[config.mk]
export PLATFORM = sky130hd
export DESIGN_NAME = hex_led_arbiter
export DESIGN_NICKNAME = d
export VERILOG_FILES = /design/src/rtl/hex_led_arbiter.sv
export SDC_FILE = /design/constraint.sdc
export NUM_CORES = 1
export LEC_CHECK = 0
export BUFFER_PORTS_ARGS = -buffer_cell sky130_fd_sc_hd__buf_2
export CAP_MARGIN = 20
export CORE_ASPECT_RATIO = 1.5
export CORE_UTILIZATION = 49
export DETAILED_ROUTE_END_ITERATION = 10
export PLACE_DENSITY = 0.87
export SLEW_MARGIN = 20
export SYNTH_ARGS = -nofsm -noshare
export SYNTH_HDL_FRONTEND = slang
export SYNTH_SLANG_ARGS = --single-unit
[constraint.sdc]
create_clock -name clk_clk -period 2.2 [get_ports clk_clk]
set_input_delay 0.44 -clock clk_clk [delete_from_list [all_inputs] [get_ports clk_clk]]
set_output_delay 0.44 -clock clk_clk [all_outputs]
set_load 0.03 [all_outputs]
[src/rtl/hex_led_arbiter.sv]
`default_nettype none
// ============================================================================
//  Module      : hex_led_arbiter
//  Description : Two-requester arbiter for six 7-segment displays and a
//                10-bit LED bar. Requester 0 is the CPU PIO path and
//                requester 1 is the hardware status path. Ties are resolved
//                round-robin. A contested owner is preempted after MAX_HOLD
//                cycles of tenure. Every handover passes through a one-cycle
//                blank GAP state.
//  Revision    : 1.0 - initial release
// ============================================================================
module hex_led_arbiter #(
    parameter int MAX_HOLD = 50000000,
    parameter int CNT_W    = 26
) (
    input  logic        clk_clk,
    input  logic        reset_reset_n,
    input  logic [1:0]  req,
    input  logic [23:0] digits0,
    input  logic [23:0] digits1,
    input  logic [9:0]  leds0,
    input  logic [9:0]  leds1,
    output logic [1:0]  gnt,
    output logic [6:0]  hex0_export,
    output logic [6:0]  hex1_export,
    output logic [6:0]  hex2_export,
    output logic [6:0]  hex3_export,
    output logic [6:0]  hex4_export,
    output logic [6:0]  hex5_export,
    output logic [9:0]  led_export
);

    // ------------------------------------------------------------------------
    // State encoding and constants
    // ------------------------------------------------------------------------
    localparam logic [1:0] c_IDLE = 2'd0;
    localparam logic [1:0] c_OWN0 = 2'd1;
    localparam logic [1:0] c_OWN1 = 2'd2;
    localparam logic [1:0] c_GAP  = 2'd3;

    localparam logic [CNT_W-1:0] c_HOLD_LAST = CNT_W'(MAX_HOLD - 1);
    localparam logic [CNT_W-1:0] c_CNT_ONE   = CNT_W'(1);
    localparam logic [6:0]       c_BLANK     = 7'h7F;

    // ------------------------------------------------------------------------
    // Registers and wires
    // ------------------------------------------------------------------------
    logic [1:0]       r_state;
    logic [1:0]       w_state_nxt;
    logic [1:0]       w_arb_state;
    logic             r_last_owner;
    logic [CNT_W-1:0] r_cnt;
    logic             w_hold_done;
    logic             w_owning;
    logic [23:0]      w_sel_digits;
    logic [9:0]       w_sel_leds;
    logic [6:0]       r_hex [6];
    logic [9:0]       r_led;

    // ------------------------------------------------------------------------
    // Active-low 7-segment decode, bit 6 = g .. bit 0 = a
    // ------------------------------------------------------------------------
    function automatic logic [6:0] seg_decode(input logic [3:0] nib);
        logic [6:0] seg;
        case (nib)
            4'h0:    seg = 7'h40;
            4'h1:    seg = 7'h79;
            4'h2:    seg = 7'h24;
            4'h3:    seg = 7'h30;
            4'h4:    seg = 7'h19;
            4'h5:    seg = 7'h12;
            4'h6:    seg = 7'h02;
            4'h7:    seg = 7'h78;
            4'h8:    seg = 7'h00;
            4'h9:    seg = 7'h10;
            4'hA:    seg = 7'h08;
            4'hB:    seg = 7'h03;
            4'hC:    seg = 7'h46;
            4'hD:    seg = 7'h21;
            4'hE:    seg = 7'h06;
            default: seg = 7'h0E;
        endcase
        return seg;
    endfunction

    // Tenure has run its full length; only matters when the other side asks.
    assign w_hold_done = (r_cnt == c_HOLD_LAST);
    assign w_owning    = (r_state == c_OWN0) || (r_state == c_OWN1);

    // Idle/gap arbitration: single requester wins outright, a tie goes to
    // whichever requester did not own the display last.
    always_comb begin
        w_arb_state = c_IDLE;
        case (req)
            2'b01:   w_arb_state = c_OWN0;
            2'b10:   w_arb_state = c_OWN1;
            2'b11:   w_arb_state = r_last_owner ? c_OWN0 : c_OWN1;
            default: w_arb_state = c_IDLE;
        endcase
    end

    // Next-state logic: release and preemption collapse into one GAP step.
    always_comb begin
        w_state_nxt = r_state;
        case (r_state)
            c_IDLE, c_GAP: w_state_nxt = w_arb_state;
            c_OWN0: begin
                if (!req[0] || (w_hold_done && req[1])) begin
                    w_state_nxt = c_GAP;
                end
            end
            c_OWN1: begin
                if (!req[1] || (w_hold_done && req[0])) begin
                    w_state_nxt = c_GAP;
                end
            end
            default: w_state_nxt = c_IDLE;
        endcase
    end

    // State register.
    always_ff @(posedge clk_clk or negedge reset_reset_n) begin
        if (!reset_reset_n) begin
            r_state <= c_IDLE;
        end else begin
            r_state <= w_state_nxt;
        end
    end

    // Remember who gave up the display so the next tie favours the other.
    always_ff @(posedge clk_clk or negedge reset_reset_n) begin
        if (!reset_reset_n) begin
            r_last_owner <= 1'b1;
        end else if (w_state_nxt == c_GAP) begin
            if (r_state == c_OWN0) begin
                r_last_owner <= 1'b0;
            end else if (r_state == c_OWN1) begin
                r_last_owner <= 1'b1;
            end
        end
    end

    // Hold counter: zero outside tenure so each OWN entry starts at 0,
    // counts up while owning and sticks at the last hold value.
    always_ff @(posedge clk_clk or negedge reset_reset_n) begin
        if (!reset_reset_n) begin
            r_cnt <= '0;
        end else if (w_owning) begin
            if (!w_hold_done) begin
                r_cnt <= r_cnt + c_CNT_ONE;
            end
        end else begin
            r_cnt <= '0;
        end
    end

    // Moore grant decode straight from the state register.
    assign gnt = {(r_state == c_OWN1), (r_state == c_OWN0)};

    // Source data follows the current owner; sampled live every cycle.
    assign w_sel_digits = (r_state == c_OWN1) ? digits1 : digits0;
    assign w_sel_leds   = (r_state == c_OWN1) ? leds1   : leds0;

    // Registered display drive, one per digit; blank when nobody owns it.
    generate
        for (genvar gi = 0; gi < 6; gi++) begin : g_hex
            always_ff @(posedge clk_clk or negedge reset_reset_n) begin
                if (!reset_reset_n) begin
                    r_hex[gi] <= c_BLANK;
                end else if (w_owning) begin
                    r_hex[gi] <= seg_decode(w_sel_digits[4*gi +: 4]);
                end else begin
                    r_hex[gi] <= c_BLANK;
                end
            end
        end
    endgenerate

    // Registered LED drive; dark when nobody owns it.
    always_ff @(posedge clk_clk or negedge reset_reset_n) begin
        if (!reset_reset_n) begin
            r_led <= '0;
        end else if (w_owning) begin
            r_led <= w_sel_leds;
        end else begin
            r_led <= '0;
        end
    end

    assign hex0_export = r_hex[0];
    assign hex1_export = r_hex[1];
    assign hex2_export = r_hex[2];
    assign hex3_export = r_hex[3];
    assign hex4_export = r_hex[4];
    assign hex5_export = r_hex[5];
    assign led_export  = r_led;

endmodule
`default_nettype wire

==> impl_metrics.ini, run 1 <==
[global_routing]
grt_pass1_vias = 4411
grt_max_degree = 68
grt_pass1_wl_microns = 19900
grt_remaining_overflow = 0
antenna_found_initial = 0
grt_usage_pct = 23.6

[synthesis]
synth_area_per_cell_sq_um = 9.98
syn_inst = 498
yosysTopAreaCell = dfstp_2
synth_top_area_share_pct = 22.7
async_reset_ff_share_pct = 100
synth_flop_cell = dfstp_2
ys_types = 48
yosysWarnings = 0
ys_seq_elements = 81
synthesis.nets = 609
netlist_area_sq_um = 4970
synthTopCellsByArea = dfstp_2 23%, dfrtp_1 19%, ha_1 9.8%, mux2i_1 5.8%, nor2_1 5.4%
synth_edf_count = 0
synth_common_cells = 72 x nor2_1, 43 x dfstp_2, 39 x ha_1, 38 x dfrtp_1, 37 x nand2_1
yosysSeqAreaShare_pct = 41.9
synth_most_common_cell = nor2_1

[clock_network]
cts.sinks = 81
numCtsBuffers = 9
tritoncts = yes
cts_max_level = 3
clock-root-buffer = clkbuf_16
clockBufferDepth = 2
clk_pin_slew_worst_paths_ps = 60
clock_latency_ps = 340

[drt]
drt_wl_total_microns = 12500
first_pass_iters = 8
vias_per_cell = 5.73
route.vias.total = 4352
routedWlPerCell_microns = 16.5
antenna_left = 0
drt_iter0_drc = 323
drc = 13

[worst_hold_path]
holdCritPathClass = input pin to async pin

[status]
violations = design-rule violations
status = finished with violations

[sta]
slew_headroom_pct = 62.2
fin_crit_ps = 2130
fmax_mhz = 470
worst_slack_ps = 70.8
tightest_slew_ps = 551
setup_viol = 0
hold_viol_final = 0
holdWs_ps = 180
finClkSkew_ps = 6.88
fin_setup_tns_ps = 0
drv_slew = 0
fin_crit_sh_pct = 96.8

[placement]
io_buffers = 125
place_congestion = 0.888
place_hpwl_microns = 8820
place_inst = 730
post-place-ws_ps = 36.8

[power]
ir_worst_vdd_uv = 1020
power_density_nw_per_um2 = 1490
power.leakage_uw = 0.00296

[final_layout]
areaGrowthSynthToFinish_pct = 27.5
drive_above_1_share_pct = 38.6
num-nets-final = 751
instances_no_fill = 760
num-fill-cells = 755
n_antenna_cell = 0

[floorplan]
start_util_pct = 51.0
die_h_microns = 125
rows = 44
dieArea_sq_um = 10600
fp.coreArea_sq_um = 9740
fp.dieW_microns = 84.2
pin_count = 126

[critical_path]
start_kind = register
crit_required_ps = 2480
endpoint_kind = register
critPathKind = register to register
cp.arrival_ps = 2410
cp_max_fo = 15

[flow_run]
maxCapViolCount = 0
==> cells in the final DEF, fill, tap and decap left out, types with 2 or more instances in the layout <==
| cell | n |
|---|---|
| a21oi_1 | 14 |
| a21o_1 | 3 |
| mux2i_4 | 6 |
| and2_1 | 3 |
| dfrtp_1 | 38 |
| buf_12 | 4 |
| nor4_1 | 2 |
| o21ai_1 | 2 |
| bufinv_16 | 2 |
| a211oi_1 | 14 |
| inv_1 | 18 |
| ha_1 | 35 |
| buf_2 | 124 |
| nor3_1 | 17 |
| nor2_1 | 70 |
| xor2_1 | 21 |
| nand2b_1 | 2 |
| dfstp_2 | 43 |
| inv_6 | 3 |
| nor2_2 | 3 |
| nand3_1 | 11 |
| a311o_1 | 13 |
| and3_1 | 4 |
| o21ai_0 | 19 |
| buf_4 | 24 |
| a211o_1 | 16 |
| nand4_1 | 6 |
| mux2i_1 | 23 |
| o211ai_1 | 7 |
| nand2_1 | 37 |
| or3_1 | 4 |
| a221o_1 | 6 |
| and4_2 | 2 |
| clkbuf_16 | 10 |
| a31oi_1 | 2 |
| mux2_2 | 14 |
| ha_2 | 3 |
==> per-layer routing <==
layer	wire [microns]	vias to the layer above	GRT usage, %
li1	-	2064	-
met1	4880	2096	26.9
met2	6630	166	41.9
met3	711	26	5.41
met4	308	0	10.0
met5	0	-	0
==> report_power, final <==
group	switching [uW]	internal, uW
clock network	651	1020
logic	3280	2050
registers	186	2270
==> kinds of logic (layout without fill, tap and decap cells) <==
kind of cell	count (synthesis)	after routing	share of synthesized area, %
xor gates and xnor gates	22	22	3.88
muxes	44	44	9.24
adders and majority gates	39	39	9.82
DFF	81	81	41.9
buffers and inverters	41	188	3.78
AOI/OAI and AO/OA	98	98	14.3
and+or+nand+nor	173	173	17.1
==> worst paths after layout <==
kind	start	slack (ps)	cells past startpoint	endpoint
max in group asynchronous	reset_reset_n	1610	2	hex1_export[6]
setup / recovery	r_state[0]	70	9	hex1_export[3]
min in group clk_clk	leds0[4]	340	3	led_export[4]
setup reg to reg	r_state[0]	70	9	hex1_export[3]
hold / removal	reset_reset_n	180	1	hex3_export[1]
hold reg to reg	r_cnt[15]	550	2	r_cnt[15]
==> worst max-delay path, stage by stage (launching register included) <==
cell      delay (ps)
dfrtp_1          390
inv_1            100
ha_4             180
buf_12           170
mux2_2           410
inv_2            100
ha_1             170
nor2_1            50
a211oi_1         310
a211o_1          170
==> final cells by class <==
class | count | area, sq um | share of cell area, %
repair buffers | 153 | 906 | 14.3
clock buffers | 9 | 225 | 3.55
inverters | 19 | 71.3 | 1.12
clock inverters | 7 | 106 | 1.68
multi-input cells | 376 | 2810 | 44.3
well taps | 115 | 144 | 2.27
flip-flops and latches | 81 | 2080 | 32.8
==> metrics by stage <==
step	utilization [%]	power, uW	area [sq um]
final	65.1	9460	6340
after floorplan	-	6290	5080
after global routing	65.1	10000	6340
after CTS	63.5	9190	6190
after detailed placement	60.1	7500	5860
after global placement	60.1	7300	5860
==> timing repair <==
item / 4_1_cts / 5_1_grt
gates resized for setup: 0 / 7
setup endpoints to repair: 0 / 20
setup buffers: 0 / 13
hold buffers: 0 / 0
==> state kept, by name, summed over array words and instances (netlist names) <==
| signal | count |
|---|---|
| r_cnt | 26 |
| led_export | 10 |
| hex0_export | 7 |
| hex1_export | 7 |
| hex2_export | 7 |
| hex3_export | 7 |
| hex4_export | 7 |
| hex5_export | 7 |
| r_state | 2 |
| r_last_owner | 1 |
Note: power is estimated with default switching activity, not from simulation.
==> run 2, diff against run 1 <==
- CORE_UTILIZATION: 49 -> 50
- PLACE_DENSITY: 0.87 -> 0.85
- clock period: 2.2 -> 2.1 ns (I/O delays scaled with it)
==> run 2 against run 1 <==
The flow now finishes without violations. Cell area rose by 1.5%. Die area fell by 2.0%. Sequential share of layout area fell by 0.48 points. Clock skew rose by 1.9 ps. Global-route usage fell by 0.83 points. Sequential power rose by 5%. Non-clock buffer count rose by 6. Largest cell class unchanged.
==> impl_metrics.ini, run 2 (synthesized netlist as in run 1, its figures left out) <==
[sta]
setup_viol = 0
hold_viol_final = 0
fin_setup_tns_ps = 0
tightest_slew_ps = 614
fmax_mhz = 491
fin_crit_ps = 2040
slew_headroom_pct = 59.1
finClkSkew_ps = 8.79
drv_slew = 0
holdWs_ps = 109
fin_crit_sh_pct = 97.1

[worst_hold_path]
holdCritPathClass = input pin to async pin

[global_routing]
grt_max_degree = 58
grt_remaining_overflow = 0
grt_pass1_wl_microns = 18700
grt_usage_pct = 22.7
antenna_found_initial = 0
grt_pass1_vias = 4103

[final_layout]
ff_latch_area_sq_um = 2080
n_antenna_cell = 0
top_register = r_cnt
num-nets-final = 757
drive_above_1_share_pct = 41.9
final_util_pct = 66.4
layout_commonest_cell = buf_2
areaGrowthSynthToFinish_pct = 29.5
multi_input_area_sq_um = 2860
layout_common_cells = 124 x buf_2, 71 x nor2_1, 43 x dfstp_2
largest_register_ffs = 26
num-fill-cells = 751
instances_no_fill = 766

[clock_network]
tritoncts = yes
clockBufferDepth = 2
clk_pin_slew_worst_paths_ps = 70
clock-root-buffer = clkbuf_16
clock_latency_ps = 330
cts_max_level = 3
cts.sinks = 81
numCtsBuffers = 9

[power]
ir_worst_vdd_uv = 1420
power.leakage_uw = 0.00299
power_density_nw_per_um2 = 1550
p_total_uw = 9980

[drt]
drc = 0
drt_wl_total_microns = 12100
vias_per_cell = 5.62
route.vias.total = 4308
antenna_left = 0
first_pass_iters = 4
routedWlPerCell_microns = 15.8
drt_iter0_drc = 214

[critical_path]
critPathKind = register to register
cp.arrival_ps = 2310
start_kind = register
endpoint_kind = register
r2r_slack_ps = 60
cp_max_fo = 11
reg2reg_depth = 9
crit_required_ps = 2370
reg2reg_from = r_state[0]
r2r-end = hex4_export[0]

[placement]
place_congestion = 0.871
place_inst = 737
place_hpwl_microns = 8560
io_buffers = 125

[status]
status = complete, no violations

[floorplan]
fp.coreArea_sq_um = 9690
pin_count = 126
dieArea_sq_um = 10400
start_util_pct = 51.3
fp.dieW_microns = 83.4
rows = 44
die_h_microns = 124

[flow_run]
maxCapViolCount = 0
-- run 2: cell count changes in the layout (fill, tap and decap cells not counted), moves of 4 or more --
cell    delta
buf_4      +4
inv_2     +12
inv_1     -12
mux2_2     -7
mux2_4     +7
-- run 2: metal layers --
layer | vias up | track usage, % | wire length (microns)
met5 | - | 0 | 0
met4 | 0 | 10.9 | 255
met3 | 21 | 3.78 | 426
met2 | 119 | 40.9 | 6580
met1 | 2092 | 26.5 | 4880
li1 | 2076 | - | -
-- run 2: worst max-delay path by stage --
stage | from | end | cells after the start
2_1_floorplan | r_state[0] | hex0_export[0] | 10
3_3_place_gp | r_state[0] | hex3_export[5] | 9
3_5_place_dp | r_state[0] | hex4_export[6] | 9
4_1_cts | r_state[0] | hex5_export[5] | 8
5_1_grt | r_state[0] | hex4_export[0] | 9
6_report | r_state[0] | hex4_export[0] | 9
-- run 2: power breakdown --
group | total, uW | internal, uW | leakage [uW] | switching [uW]
Sequential | 2570 | 2380 | 0.000966 | 191
Clock | 1640 | 947 | 0.000149 | 696
Combinational | 5770 | 2300 | 0.00188 | 3470
-- run 2: layout make-up --
| type | instances | area share [%] |
|---|---|---|
| Sequential cell | 81 | 32.3 |
| Clock buffer | 9 | 3.50 |
| Timing Repair Buffer | 159 | 15.1 |
| Inverter | 19 | 1.11 |
| Tap cell | 115 | 2.24 |
| Clock inverter | 7 | 1.30 |
| Multi-Input combinational cell | 376 | 44.4 |
-- run 2: stage by stage --
stage / area, sq um / worst slack [ps]
after floorplan: 5100 / -10.6
after global placement: 5920 / 74.2
after detailed placement: 5920 / -56.4
after CTS: 6300 / 9.26
after global routing: 6440 / -10.2
final: 6440 / 61.7
-- run 2: what timing repair did --
action	in CTS	in global routing
gates resized for setup	7	23
hold buffers	0	0
gates cloned	1	1
endpoints found under the hold margin	0	0
pin swaps	0	2
setup endpoints to repair	11	34
setup buffers	5	6
-- run 2: worst max-delay path: stages (launching register included) --
cell and delay (ps):
dfrtp_1 390, inv_2 70, ha_4 220, buf_12 170
mux2i_4 280, inv_2 90, ha_2 210, nor2_1 190
a211oi_2 70, a211o_1 270
==> run 3, diff against run 2 <==
- GPL_TIMING_DRIVEN: default -> 0
- RECOVER_POWER: default -> 100
==> run 3 against run 2 <==
Hold slack improved by 89 ps. Clock skew fell by 1.6 ps. Fmax fell by 3.5%. Die area did not move. Routed wire length rose by 14%. Highest routed layer unchanged. Critical path depth did not move. Sequential power barely moved. Clock power fell by 16%. The flow now finishes with violations (negative setup slack). Largest cell class unchanged. Global-route usage rose by 2.4 points. Register-to-register slack got worse by 70 ps. Clock-buffer cell count rose by 3.
==> impl_metrics.ini, run 3 (synthesized netlist as in run 1, its figures left out) <==
[critical_path]
r2r_slack_ps = -10
r2r-end = hex5_export[0]
critPathKind = register to register
crit_family = simple AND/OR/NAND/NOR gates
start_kind = register
crit_required_ps = 2350
endpoint_kind = register
reg2reg_depth = 9
endpoint = hex5_export[0]
crit_chain = ha_4 > buf_12 > buf_12 > mux2i_4 > buf_4 > ha_4 > nor2_2 > nor3_1 > or3_1
cp.arrival_ps = 2370
startpoint = r_state[1]
critPathBufInv = 3
max_stage_delay_ps = 420
cp_max_fo = 7
cp.depth = 9
reg2reg_from = r_state[1]
crit_slowest_cell = dfrtp_1

[clock_network]
cts.sinks = 81
cts_max_level = 3
tritoncts = yes
hold_buffers = 0
clock_latency_ps = 340
clk_pin_slew_worst_paths_ps = 60
clockBufferDepth = 2
clock-root-buffer = clkbuf_16
numCtsBuffers = 9

[final_layout]
n_antenna_cell = 0
num-nets-final = 773
layout_common_cells = 73 x buf_2, 65 x clkbuf_1, 65 x nor2_1
top_register = r_cnt
drive_above_1_share_pct = 37.6
multi_input_area_sq_um = 3060
num-fill-cells = 715
ff_latch_area_sq_um = 2080
final_area_sq_um = 6560
layout_commonest_cell = buf_2
largest_register_ffs = 26
areaGrowthSynthToFinish_pct = 31.9

[drt]
vias_per_cell = 5.94
drt_iter0_drc = 309
drt_wl_total_microns = 13900
route.vias.total = 4644
first_pass_iters = 5
routedWlPerCell_microns = 17.8
drc = 0
antenna_left = 0

[floorplan]
die_h_microns = 124
start_util_pct = 51.3
fp.coreArea_sq_um = 9690
fp.dieW_microns = 83.4
pin_count = 126
rows = 44
dieArea_sq_um = 10400

[sta]
hold_viol_final = 0
fmax_mhz = 473
fin_crit_sh_pct = 101
finClkSkew_ps = 7.18
slew_headroom_pct = 32.1
drv_slew = 0
fin_crit_ps = 2110
tightest_slew_ps = 1020
worst_slack_ps = -12.5
setup_viol = 2
grt_setup_unrepaired = yes

[placement]
place_area_sq_um = 5890
post-place-ws_ps = -284
place_congestion = 0.972
io_buffers = 125
place_hpwl_microns = 9290

[global_routing]
grt_remaining_overflow = 0
grt_max_degree = 47
antenna_found_initial = 0
grt_usage_pct = 25.1
grt_pass1_wl_microns = 20600
grt_pass1_vias = 4434

[power]
power_density_nw_per_um2 = 1560
power.leakage_uw = 0.00288
ir_worst_vdd_uv = 1050
p_total_uw = 10200

[status]
violations = negative setup slack
status = finished with violations

[worst_hold_path]
holdCritPathClass = input pin to async pin

[flow_run]
maxCapViolCount = 0
run 3: report_power, final:
group          leakage, uW  switching [uW]  internal, uW  total, uW
sequential        0.000968             172          2380       2550
combinational      0.00178            3930          2350       6280
clock             0.000130             591           793       1380
run 3: final cells by class:
| type | count | share of cell area, % |
|---|---|---|
| clock inverters | 4 | 0.305 |
| multi-input cells | 376 | 46.6 |
| repair buffers | 153 | 11.9 |
| clock buffers | 12 | 3.61 |
| well taps | 115 | 2.19 |
| plain buffers | 22 | 2.52 |
| inverters | 19 | 1.13 |
| flip-flops and latches | 81 | 31.7 |
run 3: worst register-to-register path, delay by kind of cell (launching register included):
family | cells | cell delay [ps]
DFF | 1 | 420
buffers and inverters | 3 | 460
adders and majority gates | 2 | 370
muxes | 1 | 210
and+or+nand+nor | 3 | 570
run 3: how the worst min path moves through the flow:
stage	startpoint	to	slack, ps	cells after the start
global placement	r_cnt[15]	r_cnt[15]	510	2
detailed placement	reset_reset_n	r_cnt[13]	410	1
finish	reset_reset_n	r_cnt[6]	200	1
global route	reset_reset_n	r_cnt[15]	280	1
floorplan	reset_reset_n	led_export[0]	120	0
CTS	reset_reset_n	r_cnt[15]	50	1
run 3: repair_timing:
action,4_1_cts,5_1_grt
pin swaps,4,22
buffers inserted,18,9
gates resized for setup,23,62
setup endpoints to repair,41,53
hold endpoints to repair,0,0
run 3: layer usage:
metal,track usage [%],vias up,routed length (microns)
met5,0,-,0
met4,14.9,0,515
met3,4.71,54,830
met2,46.6,222,7570
met1,26.5,2260,4980
li1,-,2108,-
run 3: metrics by stage:
| stage | util (%) | std cells | hold WS (ps) | TNS (ps) |
|---|---|---|---|---|
| after CTS | 65.7 | 773 | 53.3 | -80.7 |
| after floorplan | - | 498 | 124 | -10.6 |
| after global placement | 60.6 | 738 | 513 | -3440 |
| after global routing | 67.7 | 782 | 284 | -413 |
| after detailed placement | 60.8 | 739 | 406 | -6020 |
| final | 67.7 | 782 | 197 | -24.9 |
